### src/rtl/rate_limiter_scheduler_if.sv
// Packet handshake between a packet source (master) and the rate-limited scheduler (slave).
interface rate_limiter_scheduler_if;
    logic        pkt_rdy;
    logic [15:0] pkt_len;
    logic        pkt_done;
    logic        pkt_go;

    modport master (output pkt_rdy, output pkt_len, output pkt_done, input pkt_go);
    modport slave  (input pkt_rdy, input pkt_len, input pkt_done, output pkt_go);
endinterface

### src/rtl/rate_limiter_scheduler.sv
// Token-bucket rate limiter: periodic refill, per-packet byte charge, single-pulse grant.
module rate_limiter_scheduler #(
    parameter int TOKEN_WIDTH    = 24,
    parameter int BUCKET_DEPTH   = 16384,
    parameter int OVERHEAD_BYTES = 24
) (
    input  logic                   clk,
    input  logic                   reset,
    input  logic [19:0]            token_interval,
    input  logic [7:0]             token_increment,
    input  logic                   enable_rate_limit,
    input  logic                   include_overhead,
    rate_limiter_scheduler_if.slave pkt,
    output logic [TOKEN_WIDTH-1:0] tokens,
    output logic [31:0]            stall_cnt
);

    // Arithmetic width wide enough for both the token level and a 17-bit cost, plus a carry.
    localparam int AW = ((TOKEN_WIDTH > 17) ? TOKEN_WIDTH : 17) + 1;
    localparam logic [AW-1:0] DEPTH_A = AW'(BUCKET_DEPTH);

    typedef enum logic [1:0] {IDLE, ELIGIBLE, SEND} state_t;

    state_t                 state_q;
    logic [19:0]            cnt_q;
    logic [TOKEN_WIDTH-1:0] tokens_q, tokens_d;
    logic [16:0]            cost_q, cost_d;
    logic [31:0]            stall_q;
    logic                   pkt_go_q;

    logic [19:0]   ivl_m1;
    logic          wrap;
    logic          grant;
    logic [AW-1:0] tok_ext, cost_ext, refilled, charge;

    function automatic logic [AW-1:0] sat_refill(input logic [AW-1:0] t, input logic [7:0] inc);
        logic [AW-1:0] s;
        s = t + AW'(inc);
        return (s > DEPTH_A) ? DEPTH_A : s;
    endfunction

    function automatic logic [AW-1:0] min_val(input logic [AW-1:0] a, input logic [AW-1:0] b);
        return (a < b) ? a : b;
    endfunction

    always_comb begin
        // A zero interval behaves as 1; comparing with >= makes a shrunk interval wrap at once.
        ivl_m1   = (token_interval == 20'd0) ? 20'd0 : token_interval - 20'd1;
        wrap     = (cnt_q >= ivl_m1);
        tok_ext  = AW'(tokens_q);
        cost_ext = AW'(cost_q);
        refilled = wrap ? sat_refill(tok_ext, token_increment) : tok_ext;
        grant    = (state_q == ELIGIBLE) &&
                   (!enable_rate_limit || (tok_ext >= cost_ext) ||
                    ((cost_ext > DEPTH_A) && (tok_ext == DEPTH_A)));
        charge   = (grant && enable_rate_limit) ? min_val(cost_ext, refilled) : '0;
        tokens_d = TOKEN_WIDTH'(refilled - charge);
        cost_d   = {1'b0, pkt.pkt_len} + (include_overhead ? 17'(OVERHEAD_BYTES) : 17'd0);
    end

    always_ff @(posedge clk) begin
        if (reset) begin
            state_q  <= IDLE;
            cnt_q    <= '0;
            tokens_q <= '0;
            cost_q   <= '0;
            stall_q  <= '0;
            pkt_go_q <= 1'b0;
        end else begin
            cnt_q    <= wrap ? 20'd0 : cnt_q + 20'd1;
            tokens_q <= tokens_d;
            pkt_go_q <= 1'b0;
            case (state_q)
                IDLE: begin
                    if (pkt.pkt_rdy) begin
                        state_q <= ELIGIBLE;
                        cost_q  <= cost_d;
                    end
                end
                ELIGIBLE: begin
                    if (grant) begin
                        state_q  <= SEND;
                        pkt_go_q <= 1'b1;
                    end else begin
                        stall_q <= stall_q + 32'd1;
                    end
                end
                SEND: begin
                    if (pkt.pkt_done) state_q <= IDLE;
                end
                default: state_q <= IDLE;
            endcase
        end
    end

    assign pkt.pkt_go = pkt_go_q;
    assign tokens     = tokens_q;
    assign stall_cnt  = stall_q;

endmodule

### src/flat_wrapper.sv
// flat-port wrapper written by rule: the top's interface ports become plain ports
module rate_limiter_scheduler_flat 
#(
    parameter int TOKEN_WIDTH    = 24,
    parameter int BUCKET_DEPTH   = 16384,
    parameter int OVERHEAD_BYTES = 24
)
  (clk, reset, token_interval, token_increment, enable_rate_limit, include_overhead, tokens, stall_cnt, pkt_pkt_rdy, pkt_pkt_len, pkt_pkt_done, pkt_pkt_go);
  rate_limiter_scheduler_if pkt_i ();
  input  logic clk;
  input  logic reset;
  input  logic [19:0] token_interval;
  input  logic [7:0] token_increment;
  input  logic enable_rate_limit;
  input  logic include_overhead;
  output logic [TOKEN_WIDTH-1:0] tokens;
  output logic [31:0] stall_cnt;
  input wire logic [$bits(pkt_i.pkt_rdy)-1:0] pkt_pkt_rdy;
  input wire logic [$bits(pkt_i.pkt_len)-1:0] pkt_pkt_len;
  input wire logic [$bits(pkt_i.pkt_done)-1:0] pkt_pkt_done;
  output wire logic [$bits(pkt_i.pkt_go)-1:0] pkt_pkt_go;
  assign pkt_i.pkt_rdy = pkt_pkt_rdy;
  assign pkt_i.pkt_len = pkt_pkt_len;
  assign pkt_i.pkt_done = pkt_pkt_done;
  assign pkt_pkt_go = pkt_i.pkt_go;
  rate_limiter_scheduler #(.TOKEN_WIDTH(TOKEN_WIDTH), .BUCKET_DEPTH(BUCKET_DEPTH), .OVERHEAD_BYTES(OVERHEAD_BYTES)) u_core (.clk(clk), .reset(reset), .token_interval(token_interval), .token_increment(token_increment), .enable_rate_limit(enable_rate_limit), .include_overhead(include_overhead), .pkt(pkt_i), .tokens(tokens), .stall_cnt(stall_cnt));
endmodule
### config.mk
export PLATFORM = sky130hd
export DESIGN_NAME = rate_limiter_scheduler_flat
export DESIGN_NICKNAME = d
export VERILOG_FILES = /design/src/rtl/rate_limiter_scheduler_if.sv /design/src/rtl/rate_limiter_scheduler.sv /design/src/flat_wrapper.sv
export SDC_FILE = /design/constraint.sdc
export NUM_CORES = 1
export LEC_CHECK = 0
export CAP_MARGIN = 20
export CORE_ASPECT_RATIO = 0.75
export CORE_MARGIN = 2
export CORE_UTILIZATION = 26
export DETAILED_ROUTE_END_ITERATION = 16
export GPL_ROUTABILITY_DRIVEN = 0
export PLACE_DENSITY_LB_ADDON = 0.15
export SYNTH_ARGS = -nofsm -noshare
export SYNTH_HDL_FRONTEND = slang
export SYNTH_SLANG_ARGS = --single-unit
### constraint.sdc
create_clock -name clk -period 23.1 [get_ports clk]
set_input_delay 4.62 -clock clk [delete_from_list [all_inputs] [get_ports clk]]
set_output_delay 4.62 -clock clk [all_outputs]
set_load 0.02 [all_outputs]
; ---- Word-level counts from Yosys, hierarchy flattened
; Cells that the tools add are included.
; Widths: inputs -> output; s select.
[classes]
reduce_logical = 13
mux = 11
bitwise = 2
n_addsub = 6
eq_ne = 6
magnitude_cmp = 5
[op_table]
columns = operator, count
row1 = $mux 25, 2
row2 = $mux 24, 2
row3 = $add 32x1->32 const B, 1
row4 = $add 24x8->25, 1
row5 = $gt 25x15->1 const B, 1
row6 = $lt 17x25->1, 1
row7 = $eq 24x15->1 const B, 1
row8 = $ge 24x17->1, 1
row9 = $sub 24x24->24, 1
row10 = $add 20x1->20 const B, 1
row11 = $ge 20x20->1, 1
row12 = $logic_not 20->1, 1
row13 = $mux 20, 1
row14 = $sub 20x1->20 const B, 1
row15 = $add 16x17->17, 1
row16 = $gt 17x15->1 const B, 1
row17 = $mux 2, 3
row18 = $pmux 2 s3, 1
row19 = $mux 5, 1
row20 = $ne 2x2->1 const B, 2
row21 = $reduce_and 2->1, 2
row22 = $reduce_or 2->1, 2
row23 = $logic_and 1x1->1, 3
row24 = $reduce_and 3->1, 1
row25 = other kinds (8), 10
[totals]
regBits = 96
input_bits = 50

; ---- Longest topological paths before layout
; Gate-level depths: netlist (run 1).
[depth]
ltp_word = 8
ltp_mapped = 45
depth_no_buf = 41

; ---- Worst setup path before layout (run 1)
; Ideal clock, no wire load.
[synth_timing]
kind = input port to flip-flop
start = input token_interval[5]
end = register u_core.tokens_q[19] (netlist: u_core.tokens[19])
path_buffers = 4
path_slack_ns = 10.494
t_arrival_ns = 12.478
cell_stages = 44
path_cell_list = or4_1 nor4_1 nand2b_1 nor3_1 nand2_1 nor2_1 nand2_1 clkbuf_1 nand2_1 ha_1 a211oi_1 o21ai_0 a21oi_1 o211a_1 o211ai_1 and2_1 clkbuf_1 clkbuf_1 [... 8 more ...] a211oi_1 a21boi_0 a311oi_1 and2_1 clkbuf_1 nor2_1 a211oi_1 ha_1 nor2b_1 o21ai_0 nand2b_1 a2111oi_0 o211ai_1 a31oi_1 inv_1 a311oi_1 xor2_1 nor2_1
[synth_via]
elab_chain_cells = 8
[synth_lines]
columns = item, line
row1 = from (decl), flat_wrapper.sv:12  ; input logic [19:0] token_interval;
row2 = $sub 20x1->20 or $logic_not 20->1 (tied branches), rate_limiter_scheduler.sv:48  ; ivl_m1 = (token_interval == 20'd0) ? 20'd0 : token_interval - 20'd1;
row3 = $mux 20 (*), rate_limiter_scheduler.sv:48
row4 = $ge 20x20->1 (*), rate_limiter_scheduler.sv:49  ; wrap = (cnt_q >= ivl_m1);
row5 = $mux 25 (*), rate_limiter_scheduler.sv:52  ; refilled = wrap ? sat_refill(tok_ext, token_increment) : tok_ext;
row6 = $lt 17x25->1, rate_limiter_scheduler.sv:43  ; return (a < b) ? a : b;
row7 = $mux 24, rate_limiter_scheduler.sv:43
row8 = $mux 24, rate_limiter_scheduler.sv:56  ; charge = (grant && enable_rate_limit) ? min_val(cost_ext, refilled) : '0;
row9 = $sub 24x24->24 (*), rate_limiter_scheduler.sv:57  ; tokens_d = TOKEN_WIDTH'(refilled - charge);
row10 = to (signal assigned), rate_limiter_scheduler.sv:71  ; tokens_q <= tokens_d;
row11 = to (decl), rate_limiter_scheduler.sv:26  ; logic [TOKEN_WIDTH-1:0] tokens_q, tokens_d;
; Every way passes the cells marked *; elsewhere a longest branch is shown, timed or not.
; A chain may end at the register's enable or synchronous reset.

; ---- Final worst setup path (run 1)
[layout_timing]
start = input token_interval[3]
end = register u_core.tokens_q[19] (netlist: u_core.tokens[19])
; The elaborated chain is that of the path after synthesis.

==> flow_summary.yaml, run 1 <==
logic_synthesis:
  synthArstFlopShare_pct: 0
  syn_area_per_cell_um2: 7.738
  synth-edff-count: 0
  yosys-top-cells-area: "dfxtp_1, ha_1, nor2_1"
  synth_top_area_share_pct: 24.23
  synth_cells: 1025
  yosysWarnings: 0
  dominantRegCellSynth: "dfxtp_1"
  synth_cell_type_count: 74
  synth.cell_area_um2: 7931
  yosysSeqAreaShare_pct: 24.23
  synth-seq-cells: 96
  yosys.area.top_type: "dfxtp_1"
grt:
  gr-usage-all-layers_pct: 16.18
  gr-total-overflow: 0
  use_met1_pct: 26.84
  antenna_found_initial: 0
  grt.met3_usage_pct: 3.477
  grt_use_met2_pct: 20.63
  grt_pass1_vias: 7023
  busiest_layer: "met1"
  grt_pass1_wl_um: 40320
  grt_max_degree: 77
layout:
  final_core_util_pct: 32.24
  drive_gt1_share_pct: 4.074
  n_antenna_cell: 0
  instances_no_fill: 1528
  finalNetCount: 1266
  area_growth_pct: 22.23
die:
  core.rowCount: 55
  die_y_um: 155.3
  initial_core_util_pct: 26.37
  die_area_um2: 31930
  pin_count: 107
  die_x_um: 205.7
  core_area_um2: 30070
power:
  p_leak_uw: 0.003719
  power_density_nw_per_um2: 81.39
  ir_drop_mv: 0.03843
timing:
  min_period_over_period_pct: 65.35
  max_clock_freq_mhz: 66.25
  slew_viol_final: 0
  finalSetupViolations: 0
  rsz0062_at_grt: "false"
  slew_headroom_pct: 35.79
  tightest_slew_ns: 0.9608
  clock_skew_ns: 0.01518
  tns_ns: 0
  holdWs_ns: 0.5037
  hold_viol_final: 0
  fin_crit_ns: 15.09
setup_path:
  crit_type: "in -> reg"
  timing.rr.end: "u_core.tokens[19]$_SDFF_PP0_"
  slowest_stage: "o31ai_1"
  cp-end-kind: "register"
  reg2regPathDepth: 34
  worstPathRequired_ns: 23.32
  reg2reg_setup_slack_ns: 13.61
  cp_common_cell: "nand2_1"
  crit_path_end: "u_core.tokens[19]$_SDFF_PP0_"
  crit_fanout: 23
  start_kind: "primary input"
  arrival_ns: 15.32
  critPathLaunch: "token_interval[3]"
  critPathMaxStageDelay_ns: 0.82
  crit-reg2reg-launch: "u_core.tokens[0]$_SDFF_PP0_"
routing:
  dr.pass1.iters: 5
  drc: 0
  vias_per_cell: 4.911
  wirelength_um: 25080
  wl_per_cell_um: 16.42
  num_vias: 7504
  drtAntennaViolNets: 0
  initialDrtViolationCount: 476
cts:
  clock-sinks: 96
  cts_made_buffers: 9
  cts_root_buffer: "clkbuf_16"
  cts_tree: "yes"
  cts-resized-gates: 0
  postCtsSetupBuffers: 0
  cts.clk_slew.worst_paths_ns: 0.07
  clock_latency_ns: 0.37
  cts_buffer_depth: 2
  cts_hold_buf: 0
  htreeDepth: 3
placement:
  hpwl_um: 19940
  io_buffers: 106
  placed_cells: 1512
flow_run:
  maxCapViolCount: 0
run_status:
  status: "finished, final reports clean"
min_path:
  min_path_type: "reg -> reg"
-- cell type report --
| type | instances | area (um2) |
|---|---|---|
| clock buffers | 10 | 229.0 |
| clock inverters | 6 | 50.05 |
| fillers | 3206 | 20380 |
| inverters | 63 | 236.5 |
| multi-input cells | 845 | 5679 |
| flip-flops and latches | 96 | 1922 |
| well taps | 399 | 499.2 |
| repair buffers | 109 | 1079 |
-- cells by family (layout without fill, tap and decap cells) --
logic type / Yosys count / count (layout) / synth area share, %
flip-flops: 96 / 96 / 24.23
other: 1 / 6 / 0.04728
AO/OA/AOI/OAI: 218 / 218 / 18.49
AND/OR/NAND/NOR: 426 / 426 / 26.49
buffers and inverters: 89 / 188 / 4.401
multiplexers: 8 / 8 / 1.057
XOR/XNOR: 95 / 95 / 10.49
adder cells (fa/ha/maj): 92 / 92 / 14.80
-- layer usage --
metal / share of wire [%] / vias up / routed length [um]
met5: 0 / - / 0
li1: - / 3851 / -
met4: 0.52 / 0 / 130
met2: 36 / 168 / 8909
met1: 58 / 3474 / 14650
met3: 5.6 / 11 / 1394
-- critical path, delay by kind of cell --
family	cells	cell delay, ns
muxes	1	0.18
AOI/OAI and AO/OA	15	4.46
xor gates and xnor gates	1	0.17
and+or+nand+nor	17	4.39
adders and majority gates	3	0.68
buffers and inverters	3	0.81
-- state kept, by name (all words and copies together), names as in the netlist --
signal	flops
u_core.cnt_q	20
u_core.stall_cnt	32
u_core.tokens	24
u_core.pkt.pkt_go	1
u_core.state_q	2
u_core.cost_q	17
-- cell usage in the layout (no fill, tap or decap), drive strengths merged, types with 4 or more instances in the layout --
master	synthesis	layout
clkdlybuf4s50	0	105
nand3b	5	5
o21a	12	12
and2	17	17
nor4	14	14
nor2b	11	11
clkbuf	24	10
or3	19	19
nor3	32	32
a31o	4	4
or4	4	4
buf	1	4
a2111oi	4	4
and4	5	5
xor2	46	46
dfxtp	96	96
o31ai	4	4
or2	4	4
a31oi	7	7
o21ai	46	46
nor2	132	132
inv	63	67
conb	1	6
nand2b	14	14
a21oi	55	55
o211ai	14	14
o2111ai	7	7
xnor2	49	49
a21o	16	16
nand3	33	33
mux2i	5	5
a211oi	22	22
and3	27	27
ha	89	89
nand2	85	85
nand4	18	18
-- synthesized netlist by cell type, types with 4 or more instances --
cell type / instances
o21a_1: 12
or3_1: 16
nand3b_1: 5
o31ai_1: 4
clkbuf_1: 23
ha_1: 89
nor2b_1: 11
xnor2_1: 49
a21o_1: 15
o2111ai_1: 6
o211ai_1: 13
nand4_1: 18
dfxtp_1: 96
inv_1: 63
a211oi_1: 22
and4_1: 5
o21ai_0: 44
mux2i_1: 5
and3_1: 23
nand3_1: 33
a21oi_1: 55
nand2_1: 85
a31oi_1: 7
nand2b_1: 14
xor2_1: 46
nor2_1: 132
and3_2: 4
nor4_1: 13
nor3_1: 32
a31o_2: 4
and2_1: 16
-- worst min-delay path by stage --
stage	start	to	slack, ns	cells after the start
global route	u_core.cost_q[16]$_SDFFE_PP0P_	u_core.cost_q[16]$_SDFFE_PP0P_	0.54	2
finish	u_core.cost_q[16]$_SDFFE_PP0P_	u_core.cost_q[16]$_SDFFE_PP0P_	0.50	2
floorplan	u_core.cost_q[16]$_SDFFE_PP0P_	u_core.cost_q[16]$_SDFFE_PP0P_	0.45	2
detailed placement	u_core.cost_q[16]$_SDFFE_PP0P_	u_core.cost_q[16]$_SDFFE_PP0P_	0.49	2
CTS	u_core.cost_q[16]$_SDFFE_PP0P_	u_core.cost_q[16]$_SDFFE_PP0P_	0.50	2
global placement	u_core.cost_q[16]$_SDFFE_PP0P_	u_core.cost_q[16]$_SDFFE_PP0P_	0.49	2
-- per-stage QoR --
| step | instance area, um2 | power [uW] | worst slack, ns |
|---|---|---|---|
| finish | 9694 | 789.0 | 8.005 |
| global route | 9694 | 855.6 | 6.995 |
| CTS | 9694 | 791.5 | 8.110 |
| detailed placement | 9415 | 637.7 | 7.758 |
| global placement | 9415 | 637.6 | 7.971 |
| floorplan | 7950 | 501.6 | 10.49 |
-- where the power goes --
| group | leakage (uW) | internal (uW) | switching [uW] |
|---|---|---|---|
| logic | 0.00280 | 178 | 227 |
| clock network | 0.000136 | 75.0 | 74.1 |
| registers | 0.000783 | 185 | 50.1 |
(Power assumes the default switching activity.)
==> run 2: changes to the inputs <==
==> constraint.sdc (replaced) <==
create_clock -name clk -period 15.8 [get_ports clk]
set_input_delay 3.16 -clock clk [delete_from_list [all_inputs] [get_ports clk]]
set_output_delay 3.16 -clock clk [all_outputs]
set_load 0.02 [all_outputs]
==> run 2 against run 1 <==
Compared with the run above: design area increased by 0.19%; sequential share of layout area about the same; utilization increased by 0.062 points; via count decreased by 0.47%; critical path depth unchanged; sequential power increased by 46%; clock power increased by 52%; final cell count unchanged.
==> flow_summary.yaml, run 2 (same netlist as run 1, synthesis figures left out) <==
layout:
  n_antenna_cell: 0
  largest_register_ffs: 32
  drive_gt1_share_pct: 4.163
  mostFrequentLayoutCells: "nor2_1, clkdlybuf4s50_1, dfxtp_1"
  instances_no_fill: 1528
  finalNetCount: 1266
  area_growth_pct: 22.46
  layout_commonest_cell: "nor2_1"
die:
  core_area_um2: 30070
  core.rowCount: 55
  die_y_um: 155.3
  initial_core_util_pct: 26.37
  die_x_um: 205.7
  pin_count: 107
  die_area_um2: 31930
routing:
  wirelength_um: 24890
  drc: 0
  dr.pass1.iters: 5
  drtAntennaViolNets: 0
  wl_per_cell_um: 16.29
  num_vias: 7469
  initialDrtViolationCount: 400
  vias_per_cell: 4.888
power:
  p_clk_share_pct: 19.5
  sequentialPowerShare_pct: 29.5
  combPwrFrac_pct: 51.0
  p_leak_uw: 0.003727
  swShare_pct: 44.38
  ir_drop_mv: 0.05975
  p_int_uw: 645.2
  power.net_switching_uw: 514.7
  power_density_nw_per_um2: 119.4
cts:
  htreeDepth: 3
  cts_buffer_depth: 2
  cts.clk_slew.worst_paths_ns: 0.08
  clock-sinks: 96
  cts-resized-gates: 0
  postCtsSetupBuffers: 0
  clock_latency_ns: 0.37
  cts_root_buffer: "clkbuf_16"
  cts_hold_buf: 0
  cts_made_buffers: 9
  cts_tree: "yes"
timing:
  worst_slack_ns: 2.293
  rsz0062_at_grt: "false"
  slew_headroom_pct: 38.68
  clock_skew_ns: 0.01341
  tightest_slew_ns: 0.9176
  fin_crit_ns: 13.51
  finalSetupViolations: 0
  min_period_over_period_pct: 85.48
  max_clock_freq_mhz: 74.04
  hold_viol_final: 0
  tns_ns: 0
  slew_viol_final: 0
setup_path:
  slowest_stage: "a2111oi_0"
  arrival_ns: 13.74
  crit_fanout: 23
  worstPathRequired_ns: 16.03
  cp_common_cell: "nand2_1"
  crit_type: "in -> reg"
  cp-end-kind: "register"
  critPathMaxStageDelay_ns: 0.80
  start_kind: "primary input"
grt:
  antenna_found_initial: 0
  grt_pass1_vias: 7024
  gr-total-overflow: 0
  grt_max_degree: 77
  gr-usage-all-layers_pct: 16.18
  grt_pass1_wl_um: 40140
run_status:
  status: "finished, final reports clean"
placement:
  io_buffers: 106
  dp_slack_ns: 1.892
  placed_cells: 1512
  hpwl_um: 19790
flow_run:
  maxCapViolCount: 0
min_path:
  min_path_type: "reg -> reg"
-- run 2: critical path, delay by kind of cell --
| family | cells | cell delay, ns |
|---|---|---|
| xor+xnor | 1 | 0.18 |
| simple gates | 17 | 4.32 |
| mux | 1 | 0.18 |
| buf+inv | 3 | 0.79 |
| fa+ha+maj | 3 | 0.66 |
| compound gates | 15 | 4.40 |
-- run 2: path summary, 6_finish.rpt --
path,to,cells after the start,startpoint,slack (ns)
worst max-delay path,u_core.tokens[19]$_SDFF_PP0_,40,token_interval[3],2.29
worst min-delay path,u_core.pkt.pkt_go$_SDFF_PP0_,2,u_core.state_q[0]$_SDFFE_PP0P_,0.51
worst max register to register,u_core.tokens[19]$_SDFF_PP0_,34,u_core.tokens[0]$_SDFF_PP0_,6.38
worst min register to register,u_core.pkt.pkt_go$_SDFF_PP0_,2,u_core.state_q[0]$_SDFFE_PP0P_,0.51
-- run 2: layout make-up --
cell class              instances  area (um2)
clock buffers                  10       239.0
clock inverters                 6       58.81
fillers                      3180       20360
inverters                      63       236.5
multi-input cells             845        5679
flip-flops and latches         96        1922
well taps                     399       499.2
repair buffers                109        1079
-- run 2: stage by stage --
stage / utilization, % / power [uW] / hold WS (ns) / instance area [um2]
2_1_floorplan: - / 733.3 / 0.4492 / 7950
3_3_place_gp: 31.31 / 932.4 / 0.4913 / 9415
3_5_place_dp: 31.31 / 931.4 / 0.4931 / 9415
6_report: 32.30 / 1160 / 0.5065 / 9713
5_1_grt: 32.30 / 1257 / 0.5392 / 9713
4_1_cts: 32.30 / 1167 / 0.5041 / 9713
-- run 2: power groups by stage --
stage / registers [uW] / logic, uW / clock network, uW
after floorplan: 334 / 399 / 0
after global placement: 347 / 585 / 0
after detailed placement: 346 / 585 / 0
after CTS: 340 / 589 / 238
after global routing: 347 / 663 / 246
final: 342 / 591 / 227
-- run 2: layer usage --
metal  share of wire, %  vias to the layer above  GRT usage (%)  routed length, um
li1                   -                     3857              -                  -
met1                 58                     3442          26.93              14560
met2                 35                      160          20.44               8827
met3                5.2                       10          2.953               1289
met4               0.85                        0          3.494                211
met5                  0                        -              0                  0
==> run 3: changes to the inputs <==
--- a/config.mk
+++ b/config.mk
@@ -11,7 +11,6 @@
 export CORE_UTILIZATION = 26
 export DETAILED_ROUTE_END_ITERATION = 16
 export GPL_ROUTABILITY_DRIVEN = 0
-export PLACE_DENSITY_LB_ADDON = 0.15
 export SYNTH_ARGS = -nofsm -noshare
 export SYNTH_HDL_FRONTEND = slang
 export SYNTH_SLANG_ARGS = --single-unit
==> run 3 against run 2 <==
Compared with the run above: utilization shrank 0.11 points; clock power decreased by 7%; critical path type unchanged; non-clock buffer count is 2 lower; hold slack worse by 0.0033 ns; largest power group unchanged; sequential power hardly changed; power down 1.6%; first-iteration DRC count is 69% higher; combinational power fell by 0.8%; highest routed layer unchanged; register-to-register slack gained 0.26 ns; wire length down 4.7%; setup slack gained 0.47 ns; fmax grew 3.6%.
==> flow_summary.yaml, run 3 (same netlist as run 1, synthesis figures left out) <==
setup_path:
  crit_fanout: 23
  slowest_stage: "a2111oi_0"
  start_kind: "primary input"
  crit_type: "in -> reg"
  cp-end-kind: "register"
  critPathLaunch: "token_interval[3]"
  crit-reg2reg-launch: "u_core.tokens[0]$_SDFF_PP0_"
  arrival_ns: 13.26
  worstPathRequired_ns: 16.02
  critPathMaxStageDelay_ns: 0.76
power:
  power.net_switching_uw: 503.7
  p_leak_uw: 0.003707
  ir_drop_mv: 0.05642
  p_int_uw: 637.0
  power_density_nw_per_um2: 117.9
  sequentialPowerShare_pct: 30.1
  combPwrFrac_pct: 51.4
  p_clk_share_pct: 18.5
  swShare_pct: 44.16
grt:
  antenna_found_initial: 0
  grt_max_degree: 48
  gr-total-overflow: 0
  grt_pass1_vias: 7072
  gr-usage-all-layers_pct: 14.84
  grt_pass1_wl_um: 37910
layout:
  fin_area_um2: 9679
  finalNetCount: 1264
  n_antenna_cell: 0
  layout_commonest_cell: "nor2_1"
  multi_input_area_um2: 5679
  largest_register_ffs: 32
  drive_gt1_share_pct: 3.993
  area_growth_pct: 22.04
  mostFrequentLayoutCells: "nor2_1, clkdlybuf4s50_1, dfxtp_1"
  nFillCells: 3175
  seq_area_um2: 1922
cts:
  cts_root_buffer: "clkbuf_16"
  cts_buffer_depth: 2
  cts.clk_slew.worst_paths_ns: 0.07
  cts_made_buffers: 9
  clock-sinks: 96
  clock_latency_ns: 0.36
  cts_tree: "yes"
  htreeDepth: 3
  cts_hold_buf: 0
  cts-resized-gates: 0
  postCtsSetupBuffers: 0
timing:
  tns_ns: 0
  min_period_over_period_pct: 82.53
  hold_viol_final: 0
  clock_skew_ns: 0.01134
  rsz0062_at_grt: "false"
  slew_viol_final: 0
  finalSetupViolations: 0
  max_clock_freq_mhz: 76.69
  fin_crit_ns: 13.04
  tightest_slew_ns: 0.8554
  slew_headroom_pct: 42.97
placement:
  place_area_um2: 9400
  hpwl_um: 18890
  io_buffers: 106
routing:
  initialDrtViolationCount: 676
  wl_per_cell_um: 15.54
  dr.pass1.iters: 5
  vias_per_cell: 4.980
  drtAntennaViolNets: 0
  num_vias: 7600
  drc: 0
  wirelength_um: 23710
die:
  die_y_um: 155.3
  core_area_um2: 30070
  pin_count: 107
  die_x_um: 205.7
  core.rowCount: 55
  initial_core_util_pct: 26.37
  die_area_um2: 31930
min_path:
  min_path_type: "reg -> reg"
  min_from: "u_core.cost_q[3]$_SDFFE_PP0P_"
flow_run:
  maxCapViolCount: 0
run_status:
  status: "finished, final reports clean"
==> run 3: power by group through the flow <==
| stage | logic, uW | clock network, uW | registers, uW |
|---|---|---|---|
| CTS | 582 | 217 | 339 |
| global placement | 570 | 0 | 345 |
| global route | 652 | 226 | 345 |
| detailed placement | 577 | 0 | 345 |
| floorplan | 399 | 0 | 334 |
| finish | 586 | 211 | 344 |
==> run 3: stage by stage <==
step	hold WS, ns	std cells	total power (uW)	worst slack, ns	util, %
CTS	0.5101	1526	1138	2.821	32.19
floorplan	0.4492	1030	733.3	4.654	-
detailed placement	0.4994	1510	922.4	2.511	31.26
global placement	0.4912	1510	915.6	2.899	31.26
global route	0.5346	1526	1224	1.680	32.19
finish	0.5032	1526	1141	2.761	32.19
==> run 3: path summary, 6_finish.rpt <==
| check | end | slack (ns) | depth (start not counted) |
|---|---|---|---|
| setup / recovery | u_core.tokens[19]$_SDFF_PP0_ | 2.76 | 40 |
| hold / removal | u_core.cost_q[3]$_SDFFE_PP0P_ | 0.50 | 2 |
| setup reg to reg | u_core.tokens[19]$_SDFF_PP0_ | 6.64 | 34 |
| hold reg to reg | u_core.cost_q[3]$_SDFFE_PP0P_ | 0.50 | 2 |
==> run 3: final cells by class <==
type / count / share of cell area [%]
Clock inverter: 7 / 0.5558
Sequential cell: 96 / 19.86
Inverter: 63 / 2.443
Tap cell: 399 / 5.158
Timing Repair Buffer: 107 / 10.99
Clock buffer: 9 / 2.327
Multi-Input combinational cell: 845 / 58.67
==> run 3: layer usage <==
metal | vias up | part of all wire [%] | global-route usage [%]
met5 | - | 0 | 0
met4 | 0 | 1.2 | 3.289
met3 | 19 | 8.3 | 2.974
met2 | 249 | 39 | 20.70
met1 | 3500 | 51 | 22.96
li1 | 3832 | - | -
==> run 3: critical path: cells and delay by family <==
kind / cells / cell delay (ns)
simple gates: 15 / 3.86
compound gates: 17 / 4.37
xor+xnor: 1 / 0.18
buf+inv: 3 / 0.78
mux: 1 / 0.18
fa+ha+maj: 3 / 0.68
